`src/rtl/vga_mem_pkg.sv`:
```
// Shared types and constants for the VGA video-RAM arbiter.
// Video RAM map: font words 0x000-0x7FF, screen words 0x800-0xFFF.
package vga_mem_pkg;

  localparam int AW_DEF = 12;
  localparam int DW_DEF = 16;

  localparam logic [11:0] FONT_BASE   = 12'h000;
  localparam logic [11:0] SCREEN_BASE = 12'h800;

  typedef enum logic [1:0] {
    IDLE  = 2'd0,
    GRANT = 2'd1,
    ACK   = 2'd2
  } state_t;

endpackage

```
`src/rtl/vga_mem_arbiter.sv`:
```
// Shares one single-port video RAM between the VGA master (absolute priority) and a CPU cs/ack port.
// Optional sticky protocol-conflict flag when VGA_ARB_CONFLICT_CHECK_EN is defined.
module vga_mem_arbiter
  import vga_mem_pkg::*;
#(
  parameter int AW = AW_DEF,
  parameter int DW = DW_DEF
) (
  input  logic          i_clk,
  input  logic          i_reset_n,
  input  logic [AW-1:0] i_vga_addr,
  input  logic          i_vga_cs,
  input  logic          i_vga_access,
  output logic [DW-1:0] o_vga_dat,
  input  logic [AW-1:0] i_cpu_addr,
  input  logic [DW-1:0] i_cpu_dat,
  input  logic          i_cpu_cs,
  input  logic          i_cpu_we,
  output logic [DW-1:0] o_cpu_dat,
  output logic          o_cpu_ack,
`ifdef VGA_ARB_CONFLICT_CHECK_EN
  output logic          o_conflict,
`endif
  output logic [AW-1:0] o_ram_addr,
  output logic [DW-1:0] o_ram_dat,
  output logic          o_ram_cs,
  output logic          o_ram_we,
  input  logic [DW-1:0] i_ram_dat
);

  state_t        r_state;
  logic [AW-1:0] r_cpu_addr;
  logic [DW-1:0] r_cpu_wdat;
  logic          r_cpu_we;
  logic [DW-1:0] r_cpu_rdat;
  logic          r_cpu_ack;
  logic          w_grant;

  assign w_grant = (r_state == GRANT);

  // CPU request is latched on grant so a cs drop during GRANT cannot corrupt the op.
  always_ff @(posedge i_clk or negedge i_reset_n) begin
    if (!i_reset_n) begin
      r_state    <= IDLE;
      r_cpu_addr <= '0;
      r_cpu_wdat <= '0;
      r_cpu_we   <= 1'b0;
      r_cpu_rdat <= '0;
      r_cpu_ack  <= 1'b0;
    end else begin
      r_cpu_ack <= 1'b0;
      case (r_state)
        IDLE: begin
          if (i_cpu_cs && !i_vga_access) begin
            r_state    <= GRANT;
            r_cpu_addr <= i_cpu_addr;
            r_cpu_wdat <= i_cpu_dat;
            r_cpu_we   <= i_cpu_we;
          end
        end
        GRANT: begin
          if (i_vga_cs) begin
            r_state <= IDLE;
          end else begin
            r_state   <= ACK;
            r_cpu_ack <= 1'b1;
          end
        end
        ACK: begin
          r_state <= IDLE;
          if (!r_cpu_we) r_cpu_rdat <= i_ram_dat;
        end
        default: r_state <= IDLE;
      endcase
    end
  end

  always_comb begin
    o_ram_addr = r_cpu_addr;
    o_ram_dat  = r_cpu_wdat;
    o_ram_cs   = 1'b0;
    o_ram_we   = 1'b0;
    if (i_reset_n) begin
      if (i_vga_cs) begin
        o_ram_addr = i_vga_addr;
        o_ram_cs   = 1'b1;
      end else if (w_grant) begin
        o_ram_cs = 1'b1;
        o_ram_we = r_cpu_we;
      end
    end
  end

  assign o_vga_dat = i_ram_dat;
  assign o_cpu_ack = r_cpu_ack;
  // RAM data arrives during ACK: bypass it then, and hold the captured word afterwards.
  assign o_cpu_dat = (r_state == ACK && !r_cpu_we) ? i_ram_dat : r_cpu_rdat;

`ifdef VGA_ARB_CONFLICT_CHECK_EN
  logic r_vga_access_q;
  logic r_conflict;

  always_ff @(posedge i_clk or negedge i_reset_n) begin
    if (!i_reset_n) begin
      r_vga_access_q <= 1'b0;
      r_conflict     <= 1'b0;
    end else begin
      r_vga_access_q <= i_vga_access;
      if (i_vga_cs && (!r_vga_access_q || w_grant)) r_conflict <= 1'b1;
    end
  end

  assign o_conflict = r_conflict;
`endif

endmodule
```
`config.mk`:
```
export PLATFORM = sky130hd
export DESIGN_NAME = vga_mem_arbiter
export DESIGN_NICKNAME = d
export VERILOG_FILES = /design/src/rtl/vga_mem_pkg.sv /design/src/rtl/vga_mem_arbiter.sv
export SDC_FILE = /design/constraint.sdc
export NUM_CORES = 1
export LEC_CHECK = 0
export ABC_AREA = 0
export BUFFER_PORTS_ARGS = -buffer_cell sky130_fd_sc_hd__buf_2
export CORE_UTILIZATION = 39
export CTS_BUF_LIST = sky130_fd_sc_hd__clkbuf_16
export CTS_CLUSTER_DIAMETER = 80
export DETAILED_ROUTE_END_ITERATION = 16
export PLACE_DENSITY = 0.85
export SKIP_LAST_GASP = 1
export SYNTH_ARGS = -nofsm -noshare
export SYNTH_HDL_FRONTEND = slang
export SYNTH_SLANG_ARGS = --single-unit
```
`constraint.sdc`:
```
create_clock -name i_clk -period 1.6 [get_ports i_clk]
set_clock_uncertainty 0.1 [all_clocks]
set_input_delay 0.08 -clock i_clk [delete_from_list [all_inputs] [get_ports i_clk]]
set_output_delay 0.08 -clock i_clk [all_outputs]
set_load 0.01 [all_outputs]
```
==> key figures, run 1 <==
Place
  – Placed inst area: 0.00268 mm2
  – Port Buf Inserts: 124
  – Place WS: -0.0297 ns
  – Placed instance count: 312
  – RePlAce Congestion: between 0.6 and 0.7
  – DPL Wire Length: 3.12 mm

Die
  – Core ar.: around 0.0051 mm2
  – Initial Utilization: 0.406
  – Die height: roughly 75 um
  – Die Width: roughly 75 um
  – Placement Rows: 26
  – I/O Pins: ~130
  – Die area: approximately 0.0056 mm2

GRT
  – First-pass GRT wire length: 8.34 mm
  – GRT Resource Usage Total: 0.208
  – Overflow after GRT: 0
  – Pin count of the biggest net entering global routing: between 40 and 50
  – Via count of the first global-routing pass: roughly 1,800
  – Initial antenna violation count: 0

Layout
  – Post-route cell area: approximately 0.0036 mm2
  – Finished Layout Cells: ~380
  – P&R area growth vs syn: 73.6%
  – Share of layout cells above drive strength 1: 0.684
  – Nets: about 370
  – Post-layout util: 0.705
  – ANT cells: 0

Route
  – First DRT Iteration DRCs: 29
  – Vias: between 1,500 and 2,000
  – 1st-pass router iterations: 2
  – Wirelength, routed: 5.78 mm
  – Highest routed layer: met4
  – Vias per cell: roughly 4.5
  – DR WL met2: approximately 3.3 mm
  – Metal-1 WL: ~2.1 mm
  – Drt wl/cell: 15.3 um
  – Drt drc: 0
  – Met3 routed WL: 341 um
  – Routed Antenna Nets: 0

Clock tree
  – CTS tree: yes
  – Clk Tree Root Cell: clkbuf_16
  – Clk_lat worst skew: 0.28 ns
  – Worst-case clock buffer depth: 2
  – CTS H-tree lvls: 2
  – Clock Pin Slew Worst Setup and Hold Paths: around 0.060 ns
  – TritonCTS Buffers: 5
  – Sink Count: 48

Outcome
  – Status: finished with violations
  – Failing checks: negative setup slack

Logic synthesis
  – Post-Syn Area: roughly 0.0021 mm2
  – Prevailing post-synth register cell: dfrtp_1
  – Post-synth EDFFs: 0
  – Sequential area share after synthesis: 0.579
  – Async SR Flop Fraction: 1.00
  – Mean Syn Cell Area: 15.5 um2
  – Cell taking the most area after synthesis: dfrtp_1
  – Synthesized instance count: about 130
  – #FFs+latches synth: 48
  – Yosys cell types: 13
  – Post-synth top area share: 0.579
  – Synth Net Count: 196
  – Area contributors post-synth: dfrtp_1, mux2_2, buf_4
  – Yosys Warn Count: 0

Critical path
  – Max FO, Critical Path: 8
  – CP Launch Type: register
  – Worst EP required: 1.42 ns
  – Reg-to-reg startpoint: r_state[0]
  – CP endpoint kind: output port
  – R2R setup slack: -0.19 ns
  – Cells on worst reg2reg path: 5
  – Reg-to-Reg End: o_ram_dat[12]
  – Critical Path AT: roughly 1.6 ns
  – Crit Path Category: reg -> out

Min path
  – Hold Path Sink: r_cpu_rdat[2]
  – HP Class: in -> reg
  – Hold Path Depth: 3
  – Worst hold path startpoint: i_ram_dat[2]

Pwr
  – Pwr per Cell Area: ~1200 mW/mm2
  – Share of power burned in the clock network: 0.230
  – Leak: 0.00177 uW
  – PnR Total Power: ~4200 uW
  – Int Pwr: 3080 uW
  – NetSw: between 1000 and 1500 uW
  – Sequential share of power: 0.392
  – Combinational share of power: 0.379
  – VDD IR max: around 0.85 mV
  – Net Sw Frac: 0.273

Timing
  – Worst slew margin: 0.621
  – Fmax: approximately 550 MHz
  – Unrepaired setup endpoints after global routing: true
  – Final Hold Viols: 0
  – Final setup viols: 45
  – Max Slew Vio Count: 0
  – Minimum clock period: ~1.8 ns
  – Worst Tran Pin Value: ~0.57 ns
  – Final Cycle Share: 1.13
  – Final worst slack: -0.208 ns

Job
  – MaxCap Viol Count: 0
## cells by family after synthesis
| group | count (synthesis) | synth area share |
|---|---|---|
| AND/OR/NAND/NOR | 7 | 0.0314 |
| buffers and inverters | 21 | 0.0766 |
| flip-flops | 48 | 0.579 |
| AO/OA/AOI/OAI | 1 | 0.00362 |
| multiplexers | 57 | 0.309 |
## power by group through the flow
stage	sequential, uW	clock (uW)	combinational [uW]
2_1_floorplan	1670	0	590
3_3_place_gp	1650	0	1030
3_5_place_dp	1660	0	1060
4_1_cts	1650	999	1540
5_1_grt	1690	1060	1700
6_report	1660	973	1600
## cells in the final DEF (no fill, tap or decap)
master / count
and3_4: 1
mux2_4: 16
nor2b_1: 1
dfrtp_2: 1
nor3b_1: 1
buf_4: 9
buf_8: 3
buf_12: 1
buf_16: 1
clkbuf_16: 5
dlygate4sd3_1: 44
buf_2: 107
o21a_1: 1
mux2_1: 1
clkinv_2: 2
nand2_1: 1
nor4b_4: 1
dfrtp_1: 47
nor3b_4: 2
clkinv_1: 1
buf_6: 21
mux2_2: 40
## cells in the mapped netlist, types with 2 or more instances
master / instances
buf_4: 19
dfrtp_1: 48
mux2_2: 56
nor3b_1: 2
## state kept, by name (all words and copies together) (netlist names)
register / count
r_cpu_addr: 12
r_cpu_we: 1
r_state: 2
o_cpu_ack: 1
o_ram_dat: 16
r_cpu_rdat: 16
## per-stage QoR
step	setup TNS [ns]	hold slack, ns
CTS	-5.41	0.0549
detailed placement	-0.287	-0.200
global route	-9.44	0.0630
floorplan	0	-0.316
finish	-6.98	0.0619
global placement	0	-0.196
## repair_timing
action	4_1_cts	5_1_grt
cloned	3	0
gates resized for setup	41	11
endpoints found under the setup margin	45	47
hold buffers	44	0
pin swaps	2	3
setup buffers	8	3
hold endpoints to repair	92	0
## metal layers
| layer | up-vias | GRT usage |
|---|---|---|
| met2 | 67 | 0.404 |
| met3 | 4 | 0.0602 |
| met5 | - | 0 |
| met4 | 0 | 0.0503 |
| met1 | 817 | 0.220 |
| li1 | 796 | - |
## area by class of cell
cell class | count | area [um2]
Sequential cell | 48 | 1200
Tap cell | 70 | 87.6
Clock inverter | 3 | 13.8
Timing Repair Buffer | 186 | 1370
Multi-Input combinational cell | 65 | 800
Clock buffer | 5 | 125
Fill cell | 369 | 1510
## worst max path at each step
stage                from              to  cells past startpoint
3_5_place_dp   r_state[0]   o_ram_dat[12]                      3
3_3_place_gp   r_state[0]    o_ram_dat[9]                      3
5_1_grt          r_cpu_we   o_cpu_dat[14]                      5
6_report       r_state[0]   o_cpu_dat[14]                      5
4_1_cts          r_cpu_we    o_cpu_dat[4]                      5
2_1_floorplan  r_state[0]  r_cpu_rdat[10]                      3
## worst max-delay path, cell delays in order (launching register included)
cell and delay [ns]:
dfrtp_2 0.43, nor3b_4 0.18, buf_6 0.15, buf_12 0.14, mux2_4 0.32, buf_6 0.13
No activity file was read; power rests on OpenSTA's default activity.
==> run 2: changes to the inputs <==
- BUFFER_PORTS_ARGS: -buffer_cell sky130_fd_sc_hd__buf_2 -> not set
- CORE_UTILIZATION: 39 -> 45
- DONT_BUFFER_PORTS: not set -> 1
- PLACE_DENSITY: 0.85 -> 0.71
==> run 2 against run 1 <==
The run still ends with negative setup slack left. Count of clock-buffer cells in the layout stayed put. First-iteration DRC count shrank 34%. Worst hold slack worse by 0.028 ns. Largest cell class is now registers. Maximum frequency increased by 3.9%. Sequential share of layout area increased by 6.4 points. Highest routed layer unchanged. Global-route usage is 0.76 points lower. Register-to-register slack improved by 0.05 ns. Sequential power rose by 4%. Via count down 25%. Cell area fell by 16%. Clock power increased by 0.9%.
==> key figures, run 2 (synthesized netlist as in run 1, its figures left out) <==
Outcome
  – Status: finished with violations
  – Failing checks: negative setup slack

Pwr
  – NetSw: between 1000 and 1500 uW
  – PnR Total Power: ~3700 uW
  – Pwr per Cell Area: between 1000 and 1500 mW/mm2
  – Combinational share of power: 0.270
  – Sequential share of power: 0.465
  – Int Pwr: ~2700 uW
  – Share of power burned in the clock network: 0.265
  – VDD IR max: 0.620 mV
  – Leak: between 0.001 and 0.0015 uW
  – Net Sw Frac: 0.270

Clock tree
  – CTS H-tree lvls: 2
  – Worst-case clock buffer depth: 2
  – Sink Count: between 40 and 50
  – CTS tree: yes
  – Clock Pin Slew Worst Setup and Hold Paths: 0.06 ns
  – TritonCTS Buffers: 5
  – Clk Tree Root Cell: clkbuf_16
  – Clk_lat worst skew: about 0.28 ns

Layout
  – ANT cells: 0
  – Area taken by multi-input logic gates: 908 um2
  – Post-route cell area: ~0.0030 mm2
  – Fillers: between 200 and 300
  – Sequential standard cell area: ~0.0012 mm2
  – Commonest non-fill, non-tap cells in the layout: dlygate4sd3_1, dfrtp_1, mux2_4
  – P&R area growth vs syn: 45.8%
  – Nets: 245
  – Share of layout cells above drive strength 1: 0.462
  – Finished Layout Cells: 236

Place
  – Place WS: -0.0362 ns
  – Placed instance count: 168
  – RePlAce Congestion: 0.671
  – Port Buf Inserts: 0
  – DPL Wire Length: about 2.5 mm
  – Placed inst area: ~0.0020 mm2

GRT
  – First-pass GRT wire length: approximately 7.4 mm
  – Initial antenna violation count: 0
  – Overflow after GRT: 0
  – Pin count of the biggest net entering global routing: 49
  – Via count of the first global-routing pass: around 1,400
  – GRT Resource Usage Total: 0.201

Job
  – MaxCap Viol Count: 0

Critical path
  – Worst path max stage delay: around 0.43 ns
  – Critical Path, Cell by Cell: buf_6, nor4b_4, buf_6, clkbuf_16, mux2_4
  – Slowest cell on the critical path: dfrtp_2
  – Critical path buffer and inverter count: 3
  – Worst EP required: about 1.7 ns
  – Reg-to-Reg End: r_cpu_addr[1]
  – Crit path depth: 5
  – Setup crit end: r_cpu_addr[1]
  – CP Launch Type: register
  – CP delay by family, top: buffers and inverters
  – Cells on worst reg2reg path: 5
  – Max FO, Critical Path: 7
  – Crit Path Category: reg -> reg
  – Critical Path AT: between 1.5 and 2 ns
  – Reg-to-reg startpoint: r_state[0]
  – CP endpoint kind: register
  – R2R setup slack: -0.14 ns
  – CP most frequent cell: buf_6
  – Critical path origin: r_state[0]

Timing
  – Worst slew margin: 0.658
  – Minimum clock period: between 1.5 and 2 ns
  – Setup TNS: -4.99 ns
  – Final Cycle Share: 1.09
  – Worst Tran Pin Value: between 0.5 and 0.6 ns
  – Final setup viols: 45
  – Final Hold Viols: 0
  – Fmax: around 570 MHz
  – Max Slew Vio Count: 0
  – Unrepaired setup endpoints after global routing: true
  – Final worst slack: -0.139 ns

Die
  – I/O Pins: roughly 130
  – Die area: 0.00489 mm2
  – Initial Utilization: 0.473
  – Die height: 69.9 um
  – Placement Rows: 24
  – Die Width: between 60 and 70 um
  – Core ar.: 0.00438 mm2

Min path
  – HP Class: in -> reg

Route
  – Routed Antenna Nets: 0
  – Drt wl/cell: 20.9 um
  – Drt drc: 0
  – First DRT Iteration DRCs: 19
  – Wirelength, routed: just under 5 mm
  – 1st-pass router iterations: 3
  – Vias: around 1,300
  – Vias per cell: ~5.4
-- run 2: metrics by stage --
stage | hold WS (ns) | utilization
floorplan | -0.316 | -
global placement | -0.315 | 0.465
detailed placement | -0.315 | 0.465
CTS | 0.0435 | 0.667
global route | 0.0274 | 0.690
finish | 0.0340 | 0.690
-- run 2: power by group through the flow --
| stage | Clock (uW) | Combinational [uW] | Sequential [uW] |
|---|---|---|---|
| 3_5_place_dp | 0 | 621 | 1720 |
| 6_report | 982 | 997 | 1720 |
| 4_1_cts | 1010 | 935 | 1710 |
| 3_3_place_gp | 0 | 600 | 1710 |
| 2_1_floorplan | 0 | 590 | 1670 |
| 5_1_grt | 1070 | 1060 | 1750 |
-- run 2: worst reg2reg max path: cells and delay by family (launching register included) --
| kind | cells | cell delay (ns) |
|---|---|---|
| buffers and inverters | 3 | 0.48 |
| flip-flops | 1 | 0.43 |
| multiplexers | 1 | 0.30 |
| AND/OR/NAND/NOR | 1 | 0.32 |
-- run 2: how the worst min path moves through the flow --
| stage | cells past startpoint | start | slack (ns) | to |
|---|---|---|---|---|
| after CTS | 3 | i_vga_access | 0.04 | r_state[0] |
| after global routing | 3 | i_vga_access | 0.03 | r_state[0] |
| after floorplan | 0 | i_reset_n | -0.32 | o_cpu_ack |
| final | 3 | i_vga_access | 0.03 | r_state[0] |
| after detailed placement | 0 | i_reset_n | -0.31 | r_cpu_rdat[0] |
| after global placement | 0 | i_reset_n | -0.31 | r_cpu_rdat[0] |
-- run 2: area by class of cell --
cell class                 instances  area share
clock buffer                       5      0.0414
clock inverter                     3     0.00455
timing repair buffer              63       0.235
sequential                        48       0.398
multi-input combinational         65       0.300
tap                               52      0.0215
-- run 2: repair_timing --
item                                    CTS  global route
hold buffers                             48             0
gates resized for setup                  35            20
endpoints found under the hold margin    95             0
endpoints found under the setup margin   45            46
gates cloned                              3             1
setup buffers                             7             2
pin swaps                                 2             2
-- run 2: metal layers --
| layer | vias up | track usage | routed length [um] |
|---|---|---|---|
| met5 | - | 0 | 0 |
| met4 | 0 | 0.0756 | 74 |
| met3 | 7 | 0.0548 | 325 |
| met2 | 72 | 0.363 | 2650 |
| met1 | 643 | 0.224 | 1870 |
| li1 | 549 | - | - |
